File: src/rtl/bus_arb8_rr_if.sv
// Request/grant bundle shared by the 8-way round-robin arbiter and its requesters.
// The arbiter uses the slave modport; whoever drives requests uses the master modport.
interface bus_arb8_rr_if;
  logic       en_i;
  logic [7:0] req_i;
  logic       done_i;
  logic [7:0] gnt_o;
  logic [2:0] gnt_idx_o;
  logic       gnt_valid_o;
  logic       timeout_o;

  modport master (
    output en_i,
    output req_i,
    output done_i,
    input  gnt_o,
    input  gnt_idx_o,
    input  gnt_valid_o,
    input  timeout_o
  );

  modport slave (
    input  en_i,
    input  req_i,
    input  done_i,
    output gnt_o,
    output gnt_idx_o,
    output gnt_valid_o,
    output timeout_o
  );
endinterface

File: src/rtl/bus_arb8_rr.sv
// 8-way round-robin arbiter: one owner at a time, held until release or hold timeout,
// with a single dead cycle between owners. All outputs are registered.
module bus_arb8_rr #(
  parameter int unsigned TIMEOUT_CYCLES = 16
) (
  input logic          clk_i,
  input logic          rst_i,
  bus_arb8_rr_if.slave bus
);

  localparam int unsigned    HOLD_W    = (TIMEOUT_CYCLES == 0) ? 1 : $clog2(TIMEOUT_CYCLES + 1);
  localparam logic [HOLD_W-1:0] HOLD_LAST = HOLD_W'((TIMEOUT_CYCLES == 0) ? 0 : TIMEOUT_CYCLES - 1);
  localparam logic [HOLD_W-1:0] HOLD_MAX  = {HOLD_W{1'b1}};
  localparam logic           TO_EN     = (TIMEOUT_CYCLES != 0);

  typedef enum logic [1:0] {
    ST_IDLE = 2'd0,
    ST_BUSY = 2'd1,
    ST_GAP  = 2'd2
  } state_e;

  state_e            state_q;
  logic [2:0]        last_q;
  logic [2:0]        idx_q;
  logic              valid_q;
  logic [7:0]        gnt_q;
  logic              timeout_q;
  logic [HOLD_W-1:0] hold_q;
  logic [HOLD_W-1:0] hold_d;

  logic [3:0] win_s;
  logic       arb_ok_s;
  logic       natural_rel_s;
  logic       to_hit_s;
  logic       release_s;

  // Returns {found, index} of the first set request after 'last', wrapping 7 -> 0.
  function automatic logic [3:0] rr_pick(input logic [7:0] req, input logic [2:0] last);
    logic [3:0] res;
    logic [2:0] idx;
    res = 4'd0;
    for (int k = 1; k <= 8; k++) begin
      idx = last + 3'(k);
      if (!res[3] && req[idx]) begin
        res = {1'b1, idx};
      end else begin
        res = res;
      end
    end
    return res;
  endfunction

  // Winner selection, release detection and saturating hold-count next value.
  always_comb begin
    win_s         = rr_pick(bus.req_i, last_q);
    arb_ok_s      = bus.en_i && win_s[3];
    natural_rel_s = !bus.req_i[idx_q] || bus.done_i;
    to_hit_s      = TO_EN && (hold_q == HOLD_LAST);
    release_s     = natural_rel_s || to_hit_s;
    if (hold_q == HOLD_MAX) begin
      hold_d = hold_q;
    end else begin
      hold_d = hold_q + {{(HOLD_W-1){1'b0}}, 1'b1};
    end
  end

  // Grant sequencer FSM with registered grant, index, valid and timeout outputs.
  always_ff @(posedge clk_i) begin
    if (rst_i) begin
      state_q   <= ST_IDLE;
      last_q    <= 3'd7;
      idx_q     <= 3'd0;
      valid_q   <= 1'b0;
      gnt_q     <= 8'd0;
      timeout_q <= 1'b0;
      hold_q    <= '0;
    end else begin
      case (state_q)
        ST_IDLE, ST_GAP: begin
          timeout_q <= 1'b0;
          if (arb_ok_s) begin
            state_q <= ST_BUSY;
            last_q  <= win_s[2:0];
            idx_q   <= win_s[2:0];
            valid_q <= 1'b1;
            gnt_q   <= 8'd1 << win_s[2:0];
            hold_q  <= '0;
          end else begin
            state_q <= ST_IDLE;
            idx_q   <= 3'd0;
            valid_q <= 1'b0;
            gnt_q   <= 8'd0;
          end
        end
        ST_BUSY: begin
          if (release_s) begin
            // A natural release in the same cycle suppresses the timeout flag.
            state_q   <= ST_GAP;
            idx_q     <= 3'd0;
            valid_q   <= 1'b0;
            gnt_q     <= 8'd0;
            timeout_q <= to_hit_s && !natural_rel_s;
          end else begin
            hold_q    <= hold_d;
            timeout_q <= 1'b0;
          end
        end
        default: begin
          state_q   <= ST_IDLE;
          idx_q     <= 3'd0;
          valid_q   <= 1'b0;
          gnt_q     <= 8'd0;
          timeout_q <= 1'b0;
          hold_q    <= '0;
        end
      endcase
    end
  end

  assign bus.gnt_o       = gnt_q;
  assign bus.gnt_idx_o   = idx_q;
  assign bus.gnt_valid_o = valid_q;
  assign bus.timeout_o   = timeout_q;

endmodule

File: src/flat_wrapper.sv
// flat-port wrapper written by rule: the top's interface ports become plain ports
module bus_arb8_rr_flat 
#(
  parameter int unsigned TIMEOUT_CYCLES = 16
)
  (clk_i, rst_i, bus_en_i, bus_req_i, bus_done_i, bus_gnt_o, bus_gnt_idx_o, bus_gnt_valid_o, bus_timeout_o);
  bus_arb8_rr_if bus_i ();
  input logic clk_i;
  input logic rst_i;
  input wire logic [$bits(bus_i.en_i)-1:0] bus_en_i;
  input wire logic [$bits(bus_i.req_i)-1:0] bus_req_i;
  input wire logic [$bits(bus_i.done_i)-1:0] bus_done_i;
  output wire logic [$bits(bus_i.gnt_o)-1:0] bus_gnt_o;
  output wire logic [$bits(bus_i.gnt_idx_o)-1:0] bus_gnt_idx_o;
  output wire logic [$bits(bus_i.gnt_valid_o)-1:0] bus_gnt_valid_o;
  output wire logic [$bits(bus_i.timeout_o)-1:0] bus_timeout_o;
  assign bus_i.en_i = bus_en_i;
  assign bus_i.req_i = bus_req_i;
  assign bus_i.done_i = bus_done_i;
  assign bus_gnt_o = bus_i.gnt_o;
  assign bus_gnt_idx_o = bus_i.gnt_idx_o;
  assign bus_gnt_valid_o = bus_i.gnt_valid_o;
  assign bus_timeout_o = bus_i.timeout_o;
  bus_arb8_rr #(.TIMEOUT_CYCLES(TIMEOUT_CYCLES)) u_core (.clk_i(clk_i), .rst_i(rst_i), .bus(bus_i));
endmodule
File: config.mk
export PLATFORM = sky130hd
export DESIGN_NAME = bus_arb8_rr_flat
export DESIGN_NICKNAME = d
export VERILOG_FILES = /design/src/rtl/bus_arb8_rr_if.sv /design/src/rtl/bus_arb8_rr.sv /design/src/flat_wrapper.sv
export SDC_FILE = /design/constraint.sdc
export NUM_CORES = 1
export LEC_CHECK = 0
export ABC_CLOCK_PERIOD_IN_PS = 7600
export CORE_UTILIZATION = 55
export DETAILED_ROUTE_END_ITERATION = 16
export PLACE_DENSITY = 0.79
export SLEW_MARGIN = 25
export SYNTH_ARGS = -nofsm -noshare
export SYNTH_HDL_FRONTEND = slang
export SYNTH_SLANG_ARGS = --single-unit
File: constraint.sdc
create_clock -name clk_i -period 7.6 [get_ports clk_i]
set_input_delay 2.28 -clock clk_i [delete_from_list [all_inputs] [get_ports clk_i]]
set_output_delay 2.28 -clock clk_i [all_outputs]
set_load 0.05 [all_outputs]
==> impl_metrics.toml, run 1 <==
[sta]
hold_violations = 0
min_period_over_period_pct = 65.36
holdWs_ps = 457.5
max_freq_mhz = 201.3
setup_slack_ps = 2632
report.final.setup_viol = 0
worstMarginPinSlew_ps = 769.6
skew_ps = 1.717
tns_ps = 0
max-slew-margin-rel_pct = 48.69
min_period_ps = 4968
rsz0062_at_grt = "no"
final-max-slew-violation-count = 0

[clocking]
cts.repair.resized = 0
clkTransAtPathRegs_ps = 80
clk-insertion-delay-late_ps = 260
cts_buffers = 3
cts_tree = "built"
cts-hold-fix-buffers = 0
cts_max_level = 1
ctsRootBufferMaster = "clkbuf_8"
clock_path_buffers = 2
post-cts-setup-buffers = 0
cts.sinks = 23

[power]
clkPwrFrac_pct = 13.1
p_comb_share_pct = 60.6
cell_internal_pwr_uw = 314.3
swShare_pct = 44.95
powerDensity_mw_per_mm2 = 239.8
p_sw_uw = 256.6
leakagePower_uw = 0.0008589
vdd_drop_max_uv = 144.3
seqPwrFrac_pct = 26.2

[worst_setup_path]
cp_cell_sequence = "clkdlybuf4s50_1 > mux4_2 > or4_4 > a2111oi_4 > or2_1 > inv_2 > a32oi_1 > nor2_1"
worstSetupPathType = "in -> reg"
r2r_setup_slack_ps = 3340
reg2reg_depth = 9
r2r-start = "u_core.last_q[1]"
critPathMaxStageDelay_ps = 640
arrival_ps = 5110
cp_data_required_time_ps = 7750
worst_path_max_delay_cell = "clkdlybuf4s50_1"
critPathTopFamily = "simple AND/OR/NAND/NOR gates"
worstPathMaxFanout = 13
cp.buffers_inverters = 2
r2r_end = "u_core.bus.gnt_o[0]"
cp-start-kind = "primary input"
crit_path_end_kind = "flop"

[routing]
antenna_left = 0
drc = 0
firstDrtPassIters = 4
routed-via-count = 1907
routed_wl_um = 5021
wire_per_inst_um = 17.49
dr.first_iter.drc_count = 179
viasPerCell = 6.645

[layout]
antenna_cells = 0
finish.utilization_pct = 65.04
finish.net_count = 257
fin_cells = 287
fill_cells = 327
layout_common_cells = "clkdlybuf4s50_1 (24), dfxtp_1 (23), mux4_2 (16)"
final_common_cell = "clkdlybuf4s50_1"
area_delta_synth_final_pct = 13.14
drive_gt1_share_pct = 16.32

[die]
initial_core_util_pct = 57.48
num_io_pins = 25
num_rows = 22
core_area_sq_mm = 0.003661
fp.dieH_um = 63.86
die_w_um = 63.86
die_area_sq_mm = 0.004077

[placement]
dp_hpwl_um = 3683
pre_cts_ws_ps = 2385
port_buffers = 24
place_inst = 283
gp_congestion = 0.9038

[grt]
grt-ovfl-total = 0
grt_max_degree = 22
antenna_found_initial = 0
grt_use_total_pct = 26.17
grt_pass1_wl_um = 8411
grt_pass1_vias = 1754

[status]
status = "finished, final reports clean"

[yosys]
ys_ff_latch = 23
netlist_instances = 225
async_flop_share_pct = 0
netlist_area_sq_mm = 0.002105
synth_ff_type = "dfxtp_1"
syn_area_per_cell_sq_um = 9.353
synth_fp_nets = 242
ys_types = 59
synth_seq_area_share_pct = 21.88
synth_edf_count = 0
yosys_warnings = 0

[worst_hold_path]
hold_depth = 2
hold_path_startpoint = "u_core.bus.gnt_o[1]"
min_to = "u_core.bus.gnt_o[1]"
holdCritPathClass = "reg -> reg"

[flow_run]
maxCapViolCount = 0
sequential cells by signal (all words and copies together), names as in the netlist:
name                    flops
u_core.bus.gnt_idx_o        3
u_core.bus.gnt_o            8
u_core.bus.gnt_valid_o      1
u_core.bus.timeout_o        1
u_core.hold_q               5
u_core.last_q               3
u_core.state_q              2
worst min-delay path, stage by stage (launching register included):
cell	delay (ps)
dfxtp_1	320
nand2_1	50
o31ai_1	50
cells by family after synthesis:
family	count (synthesis)	synth area share [%]
flops	23	21.88
fa+ha+maj	5	2.973
mux	38	28.06
xor+xnor	4	1.665
compound gates	59	21.94
simple gates	70	17.84
buf+inv	26	5.648
layout make-up:
cell class                 instances  area [sq um]  share of cell area (%)
timing repair buffer              25         247.7                   10.40
multi-input combinational        176          1525                   64.06
inverter                          11         41.29                   1.734
tap                               48         60.06                   2.522
clock buffer                       3         41.29                   1.734
clock inverter                     1         5.005                  0.2102
sequential                        23         460.4                   19.34
synthesized netlist by cell type (4+ instances only):
cell type | number | area [sq um]
mux2i_1 | 14 | 140.1
a21oi_1 | 13 | 65.06
nand3_1 | 12 | 60.06
ha_1 | 5 | 62.56
nand2_1 | 15 | 56.30
clkbuf_1 | 9 | 33.78
o31ai_1 | 6 | 45.04
dfxtp_1 | 23 | 460.4
or3_1 | 4 | 25.02
nor2_1 | 10 | 37.54
mux4_2 | 16 | 360.4
nor3_1 | 6 | 30.03
a32o_1 | 4 | 40.04
inv_1 | 8 | 30.03
mux2_2 | 6 | 67.56
metrics by stage:
step                cell area, sq um  total power [uW]
detailed placement              2335             493.0
global route                    2381             610.0
floorplan                       2105             422.1
CTS                             2381             569.3
global placement                2335             491.5
finish                          2381             571.0
metal layers:
| metal | vias to the layer above | GRT usage, % | routed length [um] |
|---|---|---|---|
| li1 | 909 | - | - |
| met1 | 920 | 39.37 | 2392 |
| met2 | 74 | 38.30 | 2244 |
| met3 | 4 | 4.821 | 360 |
| met4 | 0 | 6.250 | 23 |
| met5 | - | 0 | 0 |
how the worst max path moves through the flow:
| stage | startpoint | endpoint | cells past startpoint |
|---|---|---|---|
| after floorplan | bus_req_i[7] | u_core.bus.gnt_o[0] | 8 |
| after global placement | bus_req_i[5] | u_core.bus.gnt_o[6] | 7 |
| after detailed placement | bus_req_i[5] | u_core.bus.gnt_idx_o[2] | 8 |
| after CTS | bus_req_i[5] | u_core.bus.gnt_idx_o[2] | 8 |
| after global routing | bus_req_i[5] | u_core.hold_q[2] | 8 |
| final | bus_req_i[5] | u_core.bus.gnt_idx_o[2] | 8 |
power groups by stage:
| stage | logic (uW) | registers [uW] | clock network (uW) |
|---|---|---|---|
| 2_1_floorplan | 251 | 171 | 0 |
| 3_3_place_gp | 339 | 152 | 0 |
| 3_5_place_dp | 341 | 152 | 0 |
| 4_1_cts | 342 | 150 | 77.4 |
| 5_1_grt | 373 | 152 | 84.5 |
| 6_report | 346 | 150 | 75.1 |
No activity file was read; power rests on OpenSTA's default activity.
==> run 2, diff against run 1 <==
--- a/config.mk
+++ b/config.mk
@@ -5,7 +5,7 @@
 export SDC_FILE = /design/constraint.sdc
 export NUM_CORES = 1
 export LEC_CHECK = 0
-export ABC_CLOCK_PERIOD_IN_PS = 7600
+export ABC_CLOCK_PERIOD_IN_PS = 4800
 export CORE_UTILIZATION = 55
 export DETAILED_ROUTE_END_ITERATION = 16
 export PLACE_DENSITY = 0.79
==> constraint.sdc (replaced) <==
create_clock -name clk_i -period 4.8 [get_ports clk_i]
set_input_delay 1.44 -clock clk_i [delete_from_list [all_inputs] [get_ports clk_i]]
set_output_delay 1.44 -clock clk_i [all_outputs]
set_load 0.05 [all_outputs]
==> run 2 against run 1 <==
  * Clock power up 57%
  * Utilization up 0.79 points
  * Sequential power up 54%
  * Largest cell class unchanged
  * Largest power group unchanged
==> impl_metrics.toml, run 2 (synthesis gave the netlist of run 1 again) <==
[status]
status = "finished, final reports clean"

[sta]
tns_ps = 0
final-max-slew-violation-count = 0
min_period_ps = 4071
holdWs_ps = 452.6
rsz0062_at_grt = "no"
max_freq_mhz = 245.6
report.final.setup_viol = 0
worstMarginPinSlew_ps = 785.3
hold_violations = 0
max-slew-margin-rel_pct = 47.65
min_period_over_period_pct = 84.82
skew_ps = 8.045

[clocking]
clk-insertion-delay-late_ps = 270
cts-hold-fix-buffers = 0
post-cts-setup-buffers = 0
cts.sinks = 23
cts_max_level = 1
cts.repair.resized = 0
cts_buffers = 3
clkTransAtPathRegs_ps = 80
ctsRootBufferMaster = "clkbuf_8"
cts_tree = "built"
clock_path_buffers = 2

[routing]
viasPerCell = 6.619
firstDrtPassIters = 4
antenna_left = 0
wire_per_inst_um = 17.33
dr.first_iter.drc_count = 155
routed_wl_um = 5044
drc = 0
routed-via-count = 1926

[grt]
grt-ovfl-total = 0
grt_pass1_vias = 1755
grt_use_total_pct = 26.52
grt_pass1_wl_um = 8362
antenna_found_initial = 0
grt_max_degree = 21

[worst_setup_path]
critPathMaxStageDelay_ps = 590
crit_path_end_kind = "flop"
worst_path_max_delay_cell = "clkdlybuf4s50_1"
cp_cell_sequence = "clkdlybuf4s50_1 > mux4_2 > or4_4 > a2111oi_4 > or2_1 > inv_2 > a32oi_1 > nor2_1"
cp.buffers_inverters = 2
cp-start-kind = "primary input"
r2r_setup_slack_ps = 1310
arrival_ps = 4220
r2r-start = "u_core.last_q[0]"
worstSetupPathType = "in -> reg"
critPathTopFamily = "simple AND/OR/NAND/NOR gates"
reg2reg_depth = 9
cp_data_required_time_ps = 4950
r2r_end = "u_core.bus.gnt_idx_o[2]"
worstPathMaxFanout = 10

[die]
num_io_pins = 25
die_area_sq_mm = 0.004077
core_area_sq_mm = 0.003661
fp.dieH_um = 63.86
die_w_um = 63.86
initial_core_util_pct = 57.48
num_rows = 22

[worst_hold_path]
min_to = "u_core.bus.gnt_o[1]"
holdCritPathClass = "reg -> reg"
hold_depth = 2
hold_path_startpoint = "u_core.bus.gnt_o[1]"

[layout]
seqCellArea_sq_um = 460.4
drive_gt1_share_pct = 17.28
fill_cells = 311
largest_reg_flops = 8
antenna_cells = 0
finish.net_count = 261
final_common_cell = "clkdlybuf4s50_1"
multi_input_area_sq_mm = 0.001525
area_delta_synth_final_pct = 14.51
layout_common_cells = "clkdlybuf4s50_1 (24), dfxtp_1 (23), mux4_2 (16)"

[placement]
dp_hpwl_um = 3724
port_buffers = 24
gp_congestion = 0.9203

[power]
leakagePower_uw = 0.0008754
vdd_drop_max_uv = 217.2
powerDensity_mw_per_mm2 = 377.9

[flow_run]
maxCapViolCount = 0
run 2: changes by cell type in the layout (fill, tap and decap cells not counted), sizes merged:
cell and delta:
buf +4, clkbuf +1, clkinv -1
run 2: worst max path at each step:
stage,startpoint,end,slack (ps),cells past startpoint
detailed placement,bus_req_i[7],u_core.bus.gnt_idx_o[2],470,8
CTS,bus_req_i[7],u_core.bus.gnt_idx_o[2],750,8
finish,bus_req_i[7],u_core.bus.gnt_idx_o[2],730,8
global route,bus_req_i[6],u_core.bus.gnt_idx_o[2],610,8
global placement,bus_req_i[7],u_core.bus.gnt_idx_o[2],510,8
floorplan,u_core.last_q[1],u_core.bus.gnt_o[0],1050,14
run 2: worst min-delay path, stage by stage (launching register included):
cell     delay, ps
dfxtp_1        330
nand2_1         50
o31ai_1         50
run 2: cell type report:
type | instances | share of cell area (%)
well taps | 48 | 2.492
clock buffers | 4 | 1.869
flip-flops and latches | 23 | 19.11
inverters | 11 | 1.713
repair buffers | 29 | 11.53
multi-input cells | 176 | 63.29
run 2: per-stage QoR:
stage	instance area (sq um)	cells	utilization (%)	worst slack, ps	power [uW]
global placement	2365	287	64.59	507.6	784.3
global route	2410	291	65.82	612.0	970.5
floorplan	2105	225	-	1055	668.3
CTS	2410	291	65.82	754.5	907.9
detailed placement	2365	287	64.59	474.4	787.8
finish	2410	291	65.82	728.5	910.7
run 2: per-layer routing:
layer / vias up / track usage, % / part of all wire (%)
met3: 7 / 9.286 / 10
met4: 0 / 7.670 / 0.77
met5: - / 0 / 0
met2: 92 / 38.56 / 44
met1: 912 / 36.82 / 44
li1: 915 / - / -
run 2: where the power goes:
| part | internal (uW) | switching, uW |
|---|---|---|
| clock | 59.3 | 59.0 |
| sequential | 210 | 21.1 |
| combinational | 236 | 326 |
==> run 3, diff against run 2 <==
--- a/config.mk
+++ b/config.mk
@@ -5,10 +5,10 @@
 export SDC_FILE = /design/constraint.sdc
 export NUM_CORES = 1
 export LEC_CHECK = 0
-export ABC_CLOCK_PERIOD_IN_PS = 4800
-export CORE_UTILIZATION = 55
+export ABC_CLOCK_PERIOD_IN_PS = 3400
+export CORE_UTILIZATION = 51
 export DETAILED_ROUTE_END_ITERATION = 16
-export PLACE_DENSITY = 0.79
+export PLACE_DENSITY = 0.77
 export SLEW_MARGIN = 25
 export SYNTH_ARGS = -nofsm -noshare
 export SYNTH_HDL_FRONTEND = slang
==> constraint.sdc (replaced) <==
create_clock -name clk_i -period 3.4 [get_ports clk_i]
set_input_delay 1.02 -clock clk_i [delete_from_list [all_inputs] [get_ports clk_i]]
set_output_delay 1.02 -clock clk_i [all_outputs]
set_load 0.05 [all_outputs]
==> run 3 against run 2 <==
  * Utilization increased by 5.7 points
  * Cell count increased by 12%
  * Sequential power increased by 39%
  * Via count increased by 9.9%
  * Register-to-register slack got worse by 950 ps
  * Combinational power increased by 69%
  * Worst hold slack improved by 9.9 ps
  * Non-clock buffer count increased by 35
  * Wire length increased by 13%
  * Critical endpoint is now u_core.bus.gnt_o[0]
  * Largest cell class unchanged
  * Largest power group unchanged
  * Highest routed layer unchanged
==> impl_metrics.toml, run 3 (synthesis gave the netlist of run 1 again) <==
[worst_setup_path]
worstPathMaxFanout = 7
critPathMaxStageDelay_ps = 600
cp_cell_sequence = "dlygate4sd2_1 > mux4_2 > or4_4 > a211oi_2 > and2_1 > a21oi_1 > and3_2 > a32o_1"
crit_path_end_kind = "flop"
cp-start-kind = "primary input"
worstSetupPathType = "in -> reg"
worst_path_max_delay_cell = "or4_4"
arrival_ps = 3480
cp_data_required_time_ps = 3560

[grt]
grt_pass1_vias = 1959
antenna_found_initial = 0
use_met3_pct = 6.724
grt_use_met1_pct = 41.26
grt_pass1_wl_um = 9404
grt-ovfl-total = 0
use_met2_pct = 41.96
grt_busiest_layer = "met2"
grt_max_degree = 21
grt_use_total_pct = 27.89

[layout]
finish.net_count = 296
drive_gt1_share_pct = 31.65
antenna_cells = 0
finish.utilization_pct = 71.51
layout_common_cells = "buf_4 (40), dfxtp_1 (23), mux4_2 (16), clkdlybuf4s50_1 (16), nand2_1 (15)"
largest_reg_flops = 8
final_common_cell = "buf_4"
fill_cells = 296
area_delta_synth_final_pct = 29.07

[sta]
rsz0062_at_grt = "no"
max_freq_mhz = 302.0
worstMarginPinSlew_ps = 633.6
report.final.setup_viol = 0
skew_ps = 2.081
hold_violations = 0
min_period_ps = 3311
min_period_over_period_pct = 97.39
max-slew-margin-rel_pct = 57.21
holdWs_ps = 462.6
final-max-slew-violation-count = 0

[flow_run]
maxCapViolCount = 0

[power]
vdd_drop_max_uv = 337.4
powerDensity_mw_per_mm2 = 529.6
leakagePower_uw = 0.001079

[clocking]
ctsRootBufferMaster = "clkbuf_8"
cts_max_level = 1
clkTransAtPathRegs_ps = 80
clock_path_buffers = 2
cts.sinks = 23
cts-hold-fix-buffers = 0
cts_tree = "built"
clk-insertion-delay-late_ps = 270
cts_buffers = 3

[routing]
antenna_left = 0
wire_per_inst_um = 17.52
routed-via-count = 2116
drc = 0
viasPerCell = 6.491
routed_wl_um = 5712
dr.first_iter.drc_count = 137
firstDrtPassIters = 5

[die]
die_w_um = 66.24
core_area_sq_mm = 0.003799
initial_core_util_pct = 55.40
num_io_pins = 25
fp.dieH_um = 66.24
die_area_sq_mm = 0.004387
num_rows = 22

[placement]
dp_hpwl_um = 4397
port_buffers = 24
gp_congestion = 0.9272

[worst_hold_path]
holdCritPathClass = "reg -> reg"

[status]
status = "finished, final reports clean"
[run 3: through the flow]
stage                     std cells  worst slack (ps)  power (uW)  setup TNS [ps]  area (sq um)
after global routing            326             9.840        1527               0          2716
after CTS                       326            -2.864        1400          -4.000          2680
after detailed placement        322            -396.0        1215           -6590          2628
after floorplan                 225             19.13       950.2               0          2116
after global placement          322            -400.3        1207           -5835          2628
final                           326             88.67        1439               0          2716
[run 3: worst paths after layout]
path	start	endpoint	slack, ps	depth (start not counted)
max	bus_req_i[2]	u_core.bus.gnt_o[0]	90	8
min	u_core.bus.gnt_o[7]	u_core.bus.gnt_o[7]	460	2
max reg2reg	u_core.last_q[1]	u_core.bus.gnt_o[0]	360	9
min reg2reg	u_core.bus.gnt_o[7]	u_core.bus.gnt_o[7]	460	2
[run 3: layer usage]
layer | vias to the layer above | wire length, um
li1 | 988 | -
met1 | 1038 | 2665
met2 | 84 | 2570
met3 | 6 | 430
met4 | 0 | 46
met5 | - | 0
[run 3: layout make-up]
class                      count  area (sq um)  area share (%)
multi-input combinational    176          1574           57.95
clock buffer                   3         41.29           1.520
inverter                      11         41.29           1.520
sequential                    23         460.4           16.95
clock inverter                 1         5.005          0.1842
tap                           48         60.06           2.211
timing repair buffer          64         534.3           19.67
[run 3: critical path: cells and delay by family]
kind | cells | cell delay (ps)
buffers and inverters | 1 | 320
AOI/OAI and AO/OA | 3 | 620
muxes | 1 | 500
and+or+nand+nor | 3 | 1020
[run 3: report_power, final]
part | switching, uW | internal (uW)
Clock | 89.4 | 81.9
Sequential | 24.9 | 296
Combinational | 519 | 427
[run 3: repair_timing]
item / CTS / global route
buffers inserted: 0 / 0
cloned: 0 / 0
resized for setup: 11 / 8
endpoints found under the setup margin: 16 / 15
pin swaps: 1 / 2
